==> src/rtl/basic_and_sequencer.sv <==
// Sequencer for a toggle-encoded two-input AND cell: queues operand requests,
// issues a/b/clk events with a programmable gap, then counts out-edges in a window.
module basic_and_sequencer #(
  parameter int DEPTH = 4,
  parameter int GAP_W = 4,
  parameter int WIN_W = 4
) (
  input  logic             clk,
  input  logic             rst_n,
  input  logic [GAP_W-1:0] cfg_gap,
  input  logic [WIN_W-1:0] cfg_win,
  input  logic             req_valid,
  output logic             req_ready,
  input  logic             req_a,
  input  logic             req_b,
  output logic             rsp_valid,
  input  logic             rsp_ready,
  output logic             rsp_out,
  output logic             rsp_err,
  output logic             cell_a,
  output logic             cell_b,
  output logic             cell_clk,
  input  logic             cell_out,
  output logic             busy
);

  localparam int AW = $clog2(DEPTH);
  localparam int CW = (GAP_W > WIN_W) ? GAP_W : WIN_W;

  typedef enum logic [2:0] {
    IDLE, DRV_A, GAP_A, DRV_B, GAP_B, DRV_CLK, WAIT, RESP
  } state_t;

  state_t        state_q;
  logic [1:0]    mem_q [DEPTH];
  logic [AW:0]   wr_ptr_q, rd_ptr_q;
  logic          ready_en_q;
  logic          empty, full, push, pop;
  logic [1:0]    head;
  logic [CW-1:0] gap_eff_d, win_eff_d;
  logic [CW-1:0] gap_q, win_q, cnt_q;
  logic          op_a_q, op_b_q;
  logic          cell_out_q, edge_d;
  logic [1:0]    count_q, count_d;
  logic          stray_q;
  logic          rsp_valid_q, rsp_out_q, rsp_err_q;
  logic          cell_a_q, cell_b_q, cell_clk_q;

  assign empty     = (wr_ptr_q == rd_ptr_q);
  assign full      = (wr_ptr_q[AW] != rd_ptr_q[AW]) &&
                     (wr_ptr_q[AW-1:0] == rd_ptr_q[AW-1:0]);
  assign req_ready = ready_en_q && !full;
  assign push      = req_valid && req_ready;
  assign pop       = (state_q == IDLE) && !empty;
  assign head      = mem_q[rd_ptr_q[AW-1:0]];

  assign gap_eff_d = (cfg_gap == '0) ? CW'(1) : CW'(cfg_gap);
  assign win_eff_d = (CW'(cfg_win) < gap_eff_d) ? gap_eff_d : CW'(cfg_win);

  assign edge_d  = cell_out ^ cell_out_q;
  assign count_d = (edge_d && (count_q != 2'b11)) ? count_q + 2'd1 : count_q;

  assign rsp_valid = rsp_valid_q;
  assign rsp_out   = rsp_out_q;
  assign rsp_err   = rsp_err_q;
  assign cell_a    = cell_a_q;
  assign cell_b    = cell_b_q;
  assign cell_clk  = cell_clk_q;
  assign busy      = (state_q != IDLE) || !empty;

  always_ff @(posedge clk) begin
    if (push) mem_q[wr_ptr_q[AW-1:0]] <= {req_a, req_b};
  end

  always_ff @(posedge clk or negedge rst_n) begin
    if (!rst_n) begin
      wr_ptr_q   <= '0;
      rd_ptr_q   <= '0;
      ready_en_q <= 1'b0;
    end else begin
      ready_en_q <= 1'b1;
      if (push) wr_ptr_q <= wr_ptr_q + (AW+1)'(1);
      if (pop)  rd_ptr_q <= rd_ptr_q + (AW+1)'(1);
    end
  end

  always_ff @(posedge clk or negedge rst_n) begin
    if (!rst_n) begin
      state_q     <= IDLE;
      gap_q       <= '0;
      win_q       <= '0;
      cnt_q       <= '0;
      op_a_q      <= 1'b0;
      op_b_q      <= 1'b0;
      cell_out_q  <= 1'b0;
      count_q     <= '0;
      stray_q     <= 1'b0;
      rsp_valid_q <= 1'b0;
      rsp_out_q   <= 1'b0;
      rsp_err_q   <= 1'b0;
      cell_a_q    <= 1'b0;
      cell_b_q    <= 1'b0;
      cell_clk_q  <= 1'b0;
    end else begin
      cell_out_q <= cell_out;
      if (edge_d && (state_q != WAIT)) stray_q <= 1'b1;
      case (state_q)
        IDLE: if (!empty) begin
          op_a_q  <= head[1];
          op_b_q  <= head[0];
          gap_q   <= gap_eff_d;
          win_q   <= win_eff_d;
          state_q <= head[1] ? DRV_A : (head[0] ? DRV_B : DRV_CLK);
        end
        DRV_A: begin
          cell_a_q <= ~cell_a_q;
          if (gap_q > CW'(1)) begin
            cnt_q   <= gap_q - CW'(2);
            state_q <= GAP_A;
          end else begin
            state_q <= op_b_q ? DRV_B : DRV_CLK;
          end
        end
        GAP_A: begin
          if (cnt_q == '0) state_q <= op_b_q ? DRV_B : DRV_CLK;
          else             cnt_q   <= cnt_q - CW'(1);
        end
        DRV_B: begin
          cell_b_q <= ~cell_b_q;
          if (gap_q > CW'(1)) begin
            cnt_q   <= gap_q - CW'(2);
            state_q <= GAP_B;
          end else begin
            state_q <= DRV_CLK;
          end
        end
        GAP_B: begin
          if (cnt_q == '0) state_q <= DRV_CLK;
          else             cnt_q   <= cnt_q - CW'(1);
        end
        DRV_CLK: begin
          cell_clk_q <= ~cell_clk_q;
          count_q    <= '0;
          cnt_q      <= win_q - CW'(1);
          state_q    <= WAIT;
        end
        WAIT: begin
          count_q <= count_d;
          if (cnt_q == '0) begin
            // Pending stray moves into the response here; later edges re-arm stray_q.
            rsp_valid_q <= 1'b1;
            rsp_out_q   <= count_d[0];
            rsp_err_q   <= (count_d != {1'b0, op_a_q & op_b_q}) || stray_q;
            stray_q     <= 1'b0;
            state_q     <= RESP;
          end else begin
            cnt_q <= cnt_q - CW'(1);
          end
        end
        RESP: if (rsp_ready) begin
          rsp_valid_q <= 1'b0;
          state_q     <= IDLE;
        end
        default: state_q <= IDLE;
      endcase
    end
  end

endmodule

==> config.mk <==
export PLATFORM = sky130hd
export DESIGN_NAME = basic_and_sequencer
export DESIGN_NICKNAME = d
export VERILOG_FILES = /design/src/rtl/basic_and_sequencer.sv
export SDC_FILE = /design/constraint.sdc
export NUM_CORES = 1
export LEC_CHECK = 0
export ABC_AREA = 1
export CORE_AREA = 4 4 68 70
export CTS_CLUSTER_DIAMETER = 80
export DETAILED_ROUTE_END_ITERATION = 10
export DIE_AREA = 0 0 72 74
export GPL_ROUTABILITY_DRIVEN = 0
export PLACE_DENSITY_LB_ADDON = 0.3
export SYNTH_ARGS = -nofsm -noshare
export SYNTH_HDL_FRONTEND = slang
export SYNTH_SLANG_ARGS = --single-unit
==> constraint.sdc <==
create_clock -name clk -period 4.1 [get_ports clk]
set_input_delay 0.615 -clock clk [delete_from_list [all_inputs] [get_ports clk]]
set_output_delay 0.615 -clock clk [all_outputs]
set_load 0.05 [all_outputs]
==> Flow_metrics.wiki, run 1 <==
{| class="wikitable"
! Metric !! Value
|-
| Maximum clock frequency || 0.365 GHz
|-
| CTS tree || done
|-
| Total Nets Final || 338
|-
| Clock Path Buffers || 2
|-
| GR Util met2 || 32.1%
|-
| H-tree levels || 2
|-
| Type of the worst min-delay path || flip-flop to flip-flop
|-
| First-pass iteration count of the detailed router || 4
|-
| Number of vias after detailed routing || 1,864
|-
| Cell-by-cell listing of the critical path || inv_2, nand2_4, nor2_4, nand4_1, clkdlybuf4s50_1
|-
| Type of the worst setup path || flip-flop to primary output
|-
| Worst-path maximum fanout || 7
|-
| Time the worst path needs with I/O delays and setup || 2.74 ns
|-
| Clk pwr share || 12.4%
|-
| Unique masters post-synth || 31
|-
| P&R area growth vs syn || 15.4%
|-
| Slew at the pin closest to its max-slew limit || a little under 0.5 ns
|-
| Placed cell areas || 0.00267 mm2
|-
| Number of antenna repair diodes || 0
|-
| Number of DRC violations after detailed routing || 0
|-
| Initial antenna violation count || 0
|-
| Share of power burned in registers || around a third
|-
| Number of core rows || 23
|-
| Synth Net Count || 310
|-
| Synth top area share || 35.5%
|-
| Initial Utilization || 60.4%
|-
| Global-route wire length before repair || 7720 um
|-
| Final critical-path share of the clock period || 66.8%
|-
| Vias in the first global route || 1,867
|-
| Setup TNS Final || 0 ns
|-
| Library cell used as clock root buffer || sky130_fd_sc_hd__clkbuf_8
|-
| Worst relative slew slack || about two thirds
|-
| Post-CTS setup buffer count || 0
|-
| Fraction of final layout cells with drive strength greater than 1 || between 10% and 20%
|-
| Post-detailed-routing wire length || 4370 um
|-
| Data arrival time of the worst path || 2.12 ns
|-
| Final Hold Fails || 0
|-
| Global routing usage on met1 || 22.1%
|-
| Total power || ~0.0023 W
|-
| Most frequent standard cell in the layout excluding fill and tap cells || sky130_fd_sc_hd__nand2_1
|-
| Die height || 74 um
|-
| Combinational power share || between 50% and 60%
|-
| Dominant cell type by area after synthesis || sky130_fd_sc_hd__dfrtp_1
|-
| Switching power || 0.00109 W
|-
| Count of max-cap constraint violations || 0
|-
| Cts bufs inserted || 5
|-
| Die Footprint || 0.00533 mm2
|-
| Avg Inst Size Synth || 8.44 um2
|-
| Number of max-slew violations in the final report || 0
|-
| Non-filler instance count after layout || between 300 and 400
|-
| Die X-Extent || slightly above 70 um
|-
| Synthesized cell area || 0.00240 mm2
|-
| Placed cell count || 355
|-
| LEAKAGE || 1.36 nW
|-
| Count of fill cells added during filler insertion || 306
|-
| Final antenna-violating net count || 0
|-
| Global routing's busiest layer || met2
|-
| Clock latency reported for the late side of the worst-skew pair || ~0.30 ns
|-
| Met3 usage || 4.46%
|-
| Largest cells by area after synthesis || sky130_fd_sc_hd__dfrtp_1 35%, sky130_fd_sc_hd__nand2_1 12%, sky130_fd_sc_hd__edfxtp_1 10%
|-
| Worst Path Required || 3.48 ns
|-
| Starting DRT DRC Count || 61
|-
| IO Pins || 23
|-
| Global-route total usage across every layer || a little under a fifth
|-
| Setup Skew || approximately 0.01 ns
|-
| Setup repair after global routing missed its margin || false
|-
| Via-to-Cell Ratio || 5.13
|-
| Worst IR drop on VDD || 0.449 mV
|-
| Synthesized netlist cell count || approximately 280
|-
| Final non-filler cell area || between 0.002 and 0.003 mm2
|-
| Detailed placement HPWL || 3340 um
|-
| Switching part of the total || 47.7%
|-
| Number of warning messages in the yosys log || 0
|-
| PD cells || 828 mW/mm2
|-
| Flip-flop and latch count after synthesis || 42
|-
| Highest cell delay on the worst timing path || about 0.83 ns
|-
| # clock sinks || 42
|-
| Cell with the biggest individual delay on the critical path || sky130_fd_sc_hd__clkdlybuf4s50_1
|-
| Final setup vio count || 0
|-
| Largest net degree at the start of global routing || 35
|-
| Residual overflow from global routing || 0
|-
| Post-CTS Hold Fix Bufs || 0
|-
| Run status || complete, no violations
|-
| Clock transition at path regs || 0.09 ns
|-
| Post-CTS Resized || 0
|-
| Top library cells by usage in the layout, fill and taps aside || 76 x sky130_fd_sc_hd__nand2_1, 39 x sky130_fd_sc_hd__inv_1, 34 x sky130_fd_sc_hd__dfrtp_1
|-
| Count of buffers from port buffering || 22
|-
| Mean routed wirelength per cell || approximately 12 um
|-
| Core Region || approximately 0.004 mm2
|-
| Sort of element at the start of the critical path || flip-flop
|-
| Total internal power || about 0.0012 W
|-
| Setup crit end kind || primary output
|-
| Sequential area share after synthesis || 45.5%
|}
==> stage by stage <==
stage	util, %	hold WS [ns]	setup WS (ns)
3_5_place_dp	67.3	0.465	1.71
2_1_floorplan	-	0.319	2.16
4_1_cts	69.7	0.481	1.37
5_1_grt	69.7	0.494	1.28
6_report	69.7	0.480	1.36
3_3_place_gp	67.3	0.463	1.76
==> critical path, delay by kind of cell (launching register included) <==
kind / cells / cell delay, ns
flops: 1 / 0.53
buf+inv: 2 / 0.96
simple gates: 3 / 0.33
==> registers in the layout, indices dropped and copies added (netlist names), 2 cells and up <==
signal	count
mem_q	8
cnt_q	4
gap_q	4
win_q	4
rd_ptr_q	3
state_q	3
wr_ptr_q	3
count_q	2
==> kinds of logic (layout without fill, tap and decap cells) <==
group           count (synthesis)  after routing  synth area share [%]
other cells                     1              1                 0.156
simple gates                  139            139                  28.4
flops                          42             42                  45.5
xor+xnor                       13             13                  4.75
compound gates                 30             30                  7.46
fa+ha+maj                      11             11                  5.74
buf+inv                        48             77                  7.93
==> synthesized netlist by cell type <==
cell / number
sky130_fd_sc_hd__nor2_1: 19
sky130_fd_sc_hd__buf_4: 2
sky130_fd_sc_hd__o211ai_1: 3
sky130_fd_sc_hd__ha_1: 11
sky130_fd_sc_hd__nor2_8: 1
sky130_fd_sc_hd__o21ai_1: 15
sky130_fd_sc_hd__or2_2: 1
sky130_fd_sc_hd__conb_1: 1
sky130_fd_sc_hd__nand2_1: 76
sky130_fd_sc_hd__o22ai_1: 1
sky130_fd_sc_hd__inv_4: 1
sky130_fd_sc_hd__inv_1: 39
sky130_fd_sc_hd__xor2_1: 7
sky130_fd_sc_hd__nand2_2: 2
sky130_fd_sc_hd__xnor2_1: 6
sky130_fd_sc_hd__o21ai_2: 2
sky130_fd_sc_hd__nand2_4: 7
sky130_fd_sc_hd__nand4_1: 2
sky130_fd_sc_hd__nor2_4: 3
sky130_fd_sc_hd__nand3_1: 20
sky130_fd_sc_hd__nor2_2: 3
sky130_fd_sc_hd__a21oi_1: 3
sky130_fd_sc_hd__edfxtp_1: 8
sky130_fd_sc_hd__dfrtp_1: 34
sky130_fd_sc_hd__nand3_2: 3
sky130_fd_sc_hd__o21ai_0: 4
sky130_fd_sc_hd__nand3b_1: 1
sky130_fd_sc_hd__inv_2: 6
sky130_fd_sc_hd__a31oi_1: 1
sky130_fd_sc_hd__nor3_1: 1
sky130_fd_sc_hd__a21oi_4: 1
==> per-layer routing <==
layer / up-vias / wire (um) / share of wire, %
met5: - / 0 / 0
met4: 0 / 63 / 1.4
met3: 8 / 177 / 4.1
met2: 47 / 2150 / 49
met1: 856 / 1970 / 45
li1: 953 / - / -
==> power by group through the flow <==
stage | combinational [W] | sequential [W] | clock, W
6_report | 0.00126 | 0.000750 | 0.000284
2_1_floorplan | 0.000920 | 0.000814 | 0
4_1_cts | 0.00127 | 0.000749 | 0.000286
3_5_place_dp | 0.00125 | 0.000757 | 0
5_1_grt | 0.00140 | 0.000777 | 0.000304
3_3_place_gp | 0.00121 | 0.000745 | 0
==> path summary, 6_finish.rpt <==
| kind | cells after the start | startpoint | end | slack, ns |
|---|---|---|---|---|
| min in group asynchronous | 2 | rst_n | cell_out_q$_DFF_PN0_ | 0.71 |
| hold reg to reg | 1 | cell_a$_DFFE_PN0P_ | cell_a$_DFFE_PN0P_ | 0.48 |
| hold / removal | 1 | cell_a$_DFFE_PN0P_ | cell_a$_DFFE_PN0P_ | 0.48 |
| setup / recovery | 5 | state_q[2]$_DFFE_PN0P_ | busy | 1.36 |
| max in group asynchronous | 2 | rst_n | win_q[1]$_DFFE_PN0P_ | 3.08 |
| setup reg to reg | 9 | state_q[2]$_DFFE_PN0P_ | cnt_q[1]$_DFFE_PN0P_ | 2.41 |
==> layout make-up <==
cell class	instances	area (um2)	share of cell area, %
inverter	46	175	6.33
multi-input combinational	194	1120	40.3
sequential	42	1090	39.4
timing repair buffer	23	228	8.23
clock buffer	7	86.3	3.12
clock inverter	1	8.76	0.316
tap	50	62.6	2.26
Power figures use the tool's default switching activity.
==> run 2, diff against run 1 <==
- CORE_AREA: 4 4 68 70 -> 4 4 70 72
- DIE_AREA: 0 0 72 74 -> 0 0 74 76
- clock period: 4.1 -> 2.7 ns (I/O delays scaled with it)
==> Flow_metrics.wiki, run 2 (synthesis results as in run 1) <==
{| class="wikitable"
! Metric !! Value
|-
| Global-route wire length before repair || 7580 um
|-
| Cts bufs inserted || 5
|-
| Starting DRT DRC Count || between 70 and 80
|-
| Time the worst path needs with I/O delays and setup || 2.52 ns
|-
| Initial antenna violation count || 0
|-
| Die X-Extent || around 74 um
|-
| Number of antenna repair diodes || 0
|-
| Type of the worst setup path || flip-flop to primary output
|-
| Cell-by-cell listing of the critical path || xnor2_1, nand2_1, o21ai_1, inv_2, clkdlybuf4s50_1
|-
| Number of max-slew violations in the final report || 0
|-
| Final Hold Fails || 0
|-
| PD cells || ~1200 mW/mm2
|-
| Vias in the first global route || 1,837
|-
| Final setup vio count || 0
|-
| Global-route total usage across every layer || 16.9%
|-
| # clock sinks || between 40 and 50
|-
| Run status || complete, no violations
|-
| Mean routed wirelength per cell || 11.5 um
|-
| Type of the worst min-delay path || flip-flop to flip-flop
|-
| LEAKAGE || about 1.3 nW
|-
| Placed cell count || 357
|-
| Largest net degree at the start of global routing || 35
|-
| Final critical-path share of the clock period || 93.2%
|-
| Fraction of final layout cells with drive strength greater than 1 || a little under an eighth
|-
| Detailed placement HPWL || 3290 um
|-
| Die height || 76 um
|-
| Hold path cells || 1
|-
| Setup crit end kind || primary output
|-
| Number of flip-flops in the largest register || 8
|-
| H-tree levels || 2
|-
| Residual overflow from global routing || 0
|-
| Worst Path Required || 2.30 ns
|-
| Worst IR drop on VDD || 0.566 mV
|-
| Initial Utilization || 55.8%
|-
| Post-CTS Resized || 0
|-
| Data arrival time of the worst path || 2.11 ns
|-
| P&R area growth vs syn || 15.1%
|-
| Worst reg2reg path depth || 9
|-
| Maximum clock frequency || 0.397 GHz
|-
| Final antenna-violating net count || 0
|-
| Setup Skew || approximately 0.01 ns
|-
| Clock transition at path regs || roughly 0.08 ns
|-
| Cell with the biggest individual delay on the critical path || sky130_fd_sc_hd__clkdlybuf4s50_1
|-
| Die Footprint || 0.00562 mm2
|-
| Launch instance of the worst min-delay path || cell_b$_DFFE_PN0P_
|-
| Setup TNS Final || 0 ns
|-
| Post-CTS Hold Fix Bufs || 0
|-
| Total Nets Final || 338
|-
| Post-detailed-routing wire length || approximately 4200 um
|-
| Worst-path maximum fanout || 7
|-
| Non-filler instance count after layout || 365
|-
| Clock Path Buffers || 2
|-
| First-pass iteration count of the detailed router || 4
|-
| Core Region || 0.00429 mm2
|-
| Number of vias after detailed routing || 1,779
|-
| Number of DRC violations after detailed routing || 0
|-
| Highest cell delay on the worst timing path || 0.70 ns
|-
| CTS tree || done
|-
| Count of max-cap constraint violations || 0
|-
| Via-to-Cell Ratio || 4.87
|-
| Worst hold endpoint || cell_b$_DFFE_PN0P_
|-
| Sort of element at the start of the critical path || flip-flop
|-
| Endpoint of the most critical register-to-register path || cnt_q[2]$_DFFE_PN0P_
|-
| Number of core rows || 24
|-
| Post-CTS setup buffer count || 0
|-
| Count of fill cells added during filler insertion || 391
|-
| R2R Setup Slk || 1.04 ns
|-
| Launching point of the worst reg2reg path || state_q[0]$_DFFE_PN0P_
|-
| IO Pins || 23
|-
| Clock latency reported for the late side of the worst-skew pair || 0.29 ns
|-
| Most frequent standard cell in the layout excluding fill and tap cells || sky130_fd_sc_hd__nand2_1
|-
| Count of buffers from port buffering || 22
|-
| Top library cells by usage in the layout, fill and taps aside || 76 x sky130_fd_sc_hd__nand2_1, 39 x sky130_fd_sc_hd__inv_1, 34 x sky130_fd_sc_hd__dfrtp_1
|-
| Setup repair after global routing missed its margin || false
|-
| Library cell used as clock root buffer || sky130_fd_sc_hd__clkbuf_8
|}
## run 2: cell types whose count changed in the layout (fill, tap and decap cells not counted), sizes merged
cell / change
clkinvlp: +1
inv: -1
## run 2: layout make-up
cell class	count	area, um2	share of cell area [%]
multi-input cells	194	1120	40.5
clock buffers	7	76.3	2.77
repair buffers	23	228	8.25
clock inverters	1	7.51	0.272
inverters	46	175	6.35
flip-flops and latches	42	1090	39.5
well taps	52	65.1	2.36
## run 2: critical path: cells and delay by family (launching register included)
| family | cells | cell delay, ns |
|---|---|---|
| buffers and inverters | 2 | 0.77 |
| and+or+nand+nor | 1 | 0.10 |
| AOI/OAI and AO/OA | 1 | 0.18 |
| xor gates and xnor gates | 1 | 0.29 |
| DFF | 1 | 0.46 |
## run 2: metal layers
layer  global-route usage (%)  part of all wire (%)  vias up
met4                     5.98                   1.9        0
met1                     20.7                    47      786
met2                     27.8                    47       35
met5                        0                     0        -
met3                     4.75                   4.4        8
li1                         -                     -      950
## run 2: worst max-delay path by stage
| stage | startpoint | endpoint | slack, ns | cells after the start |
|---|---|---|---|---|
| after CTS | rd_ptr_q[0]$_DFFE_PN0P_ | req_ready | 0.17 | 5 |
| after detailed placement | rd_ptr_q[0]$_DFFE_PN0P_ | req_ready | 0.53 | 5 |
| after floorplan | state_q[2]$_DFFE_PN0P_ | state_q[1]$_DFFE_PN0P_ | 0.87 | 6 |
| final | rd_ptr_q[0]$_DFFE_PN0P_ | req_ready | 0.18 | 5 |
| after global routing | rd_ptr_q[0]$_DFFE_PN0P_ | req_ready | 0.06 | 5 |
| after global placement | state_q[2]$_DFFE_PN0P_ | busy | 0.55 | 5 |
## run 2: power breakdown
group / total [W] / switching [W] / internal (W)
Clock: 0.000388 / 0.000205 / 0.000183
Sequential: 0.00113 / 0.000229 / 0.000906
Combinational: 0.00189 / 0.00119 / 0.000700
Total: 0.00341 / 0.00162 / 0.00179
## run 2: metrics by stage
stage	instance area [um2]	util (%)	setup WS, ns	hold slack, ns	power [W]
6_report	2760	64.2	0.184	0.472	0.00341
5_1_grt	2760	64.2	0.0642	0.506	0.00376
4_1_cts	2760	64.2	0.171	0.472	0.00344
3_5_place_dp	2680	62.3	0.529	0.461	0.00304
3_3_place_gp	2680	62.3	0.550	0.460	0.00297
2_1_floorplan	2400	-	0.870	0.109	0.00263
==> run 3, diff against run 2 <==
- CTS_CLUSTER_SIZE: unset -> 24
==> results of run 3 <==
The final DEF is identical to that of run 2; final timing and power are the same.
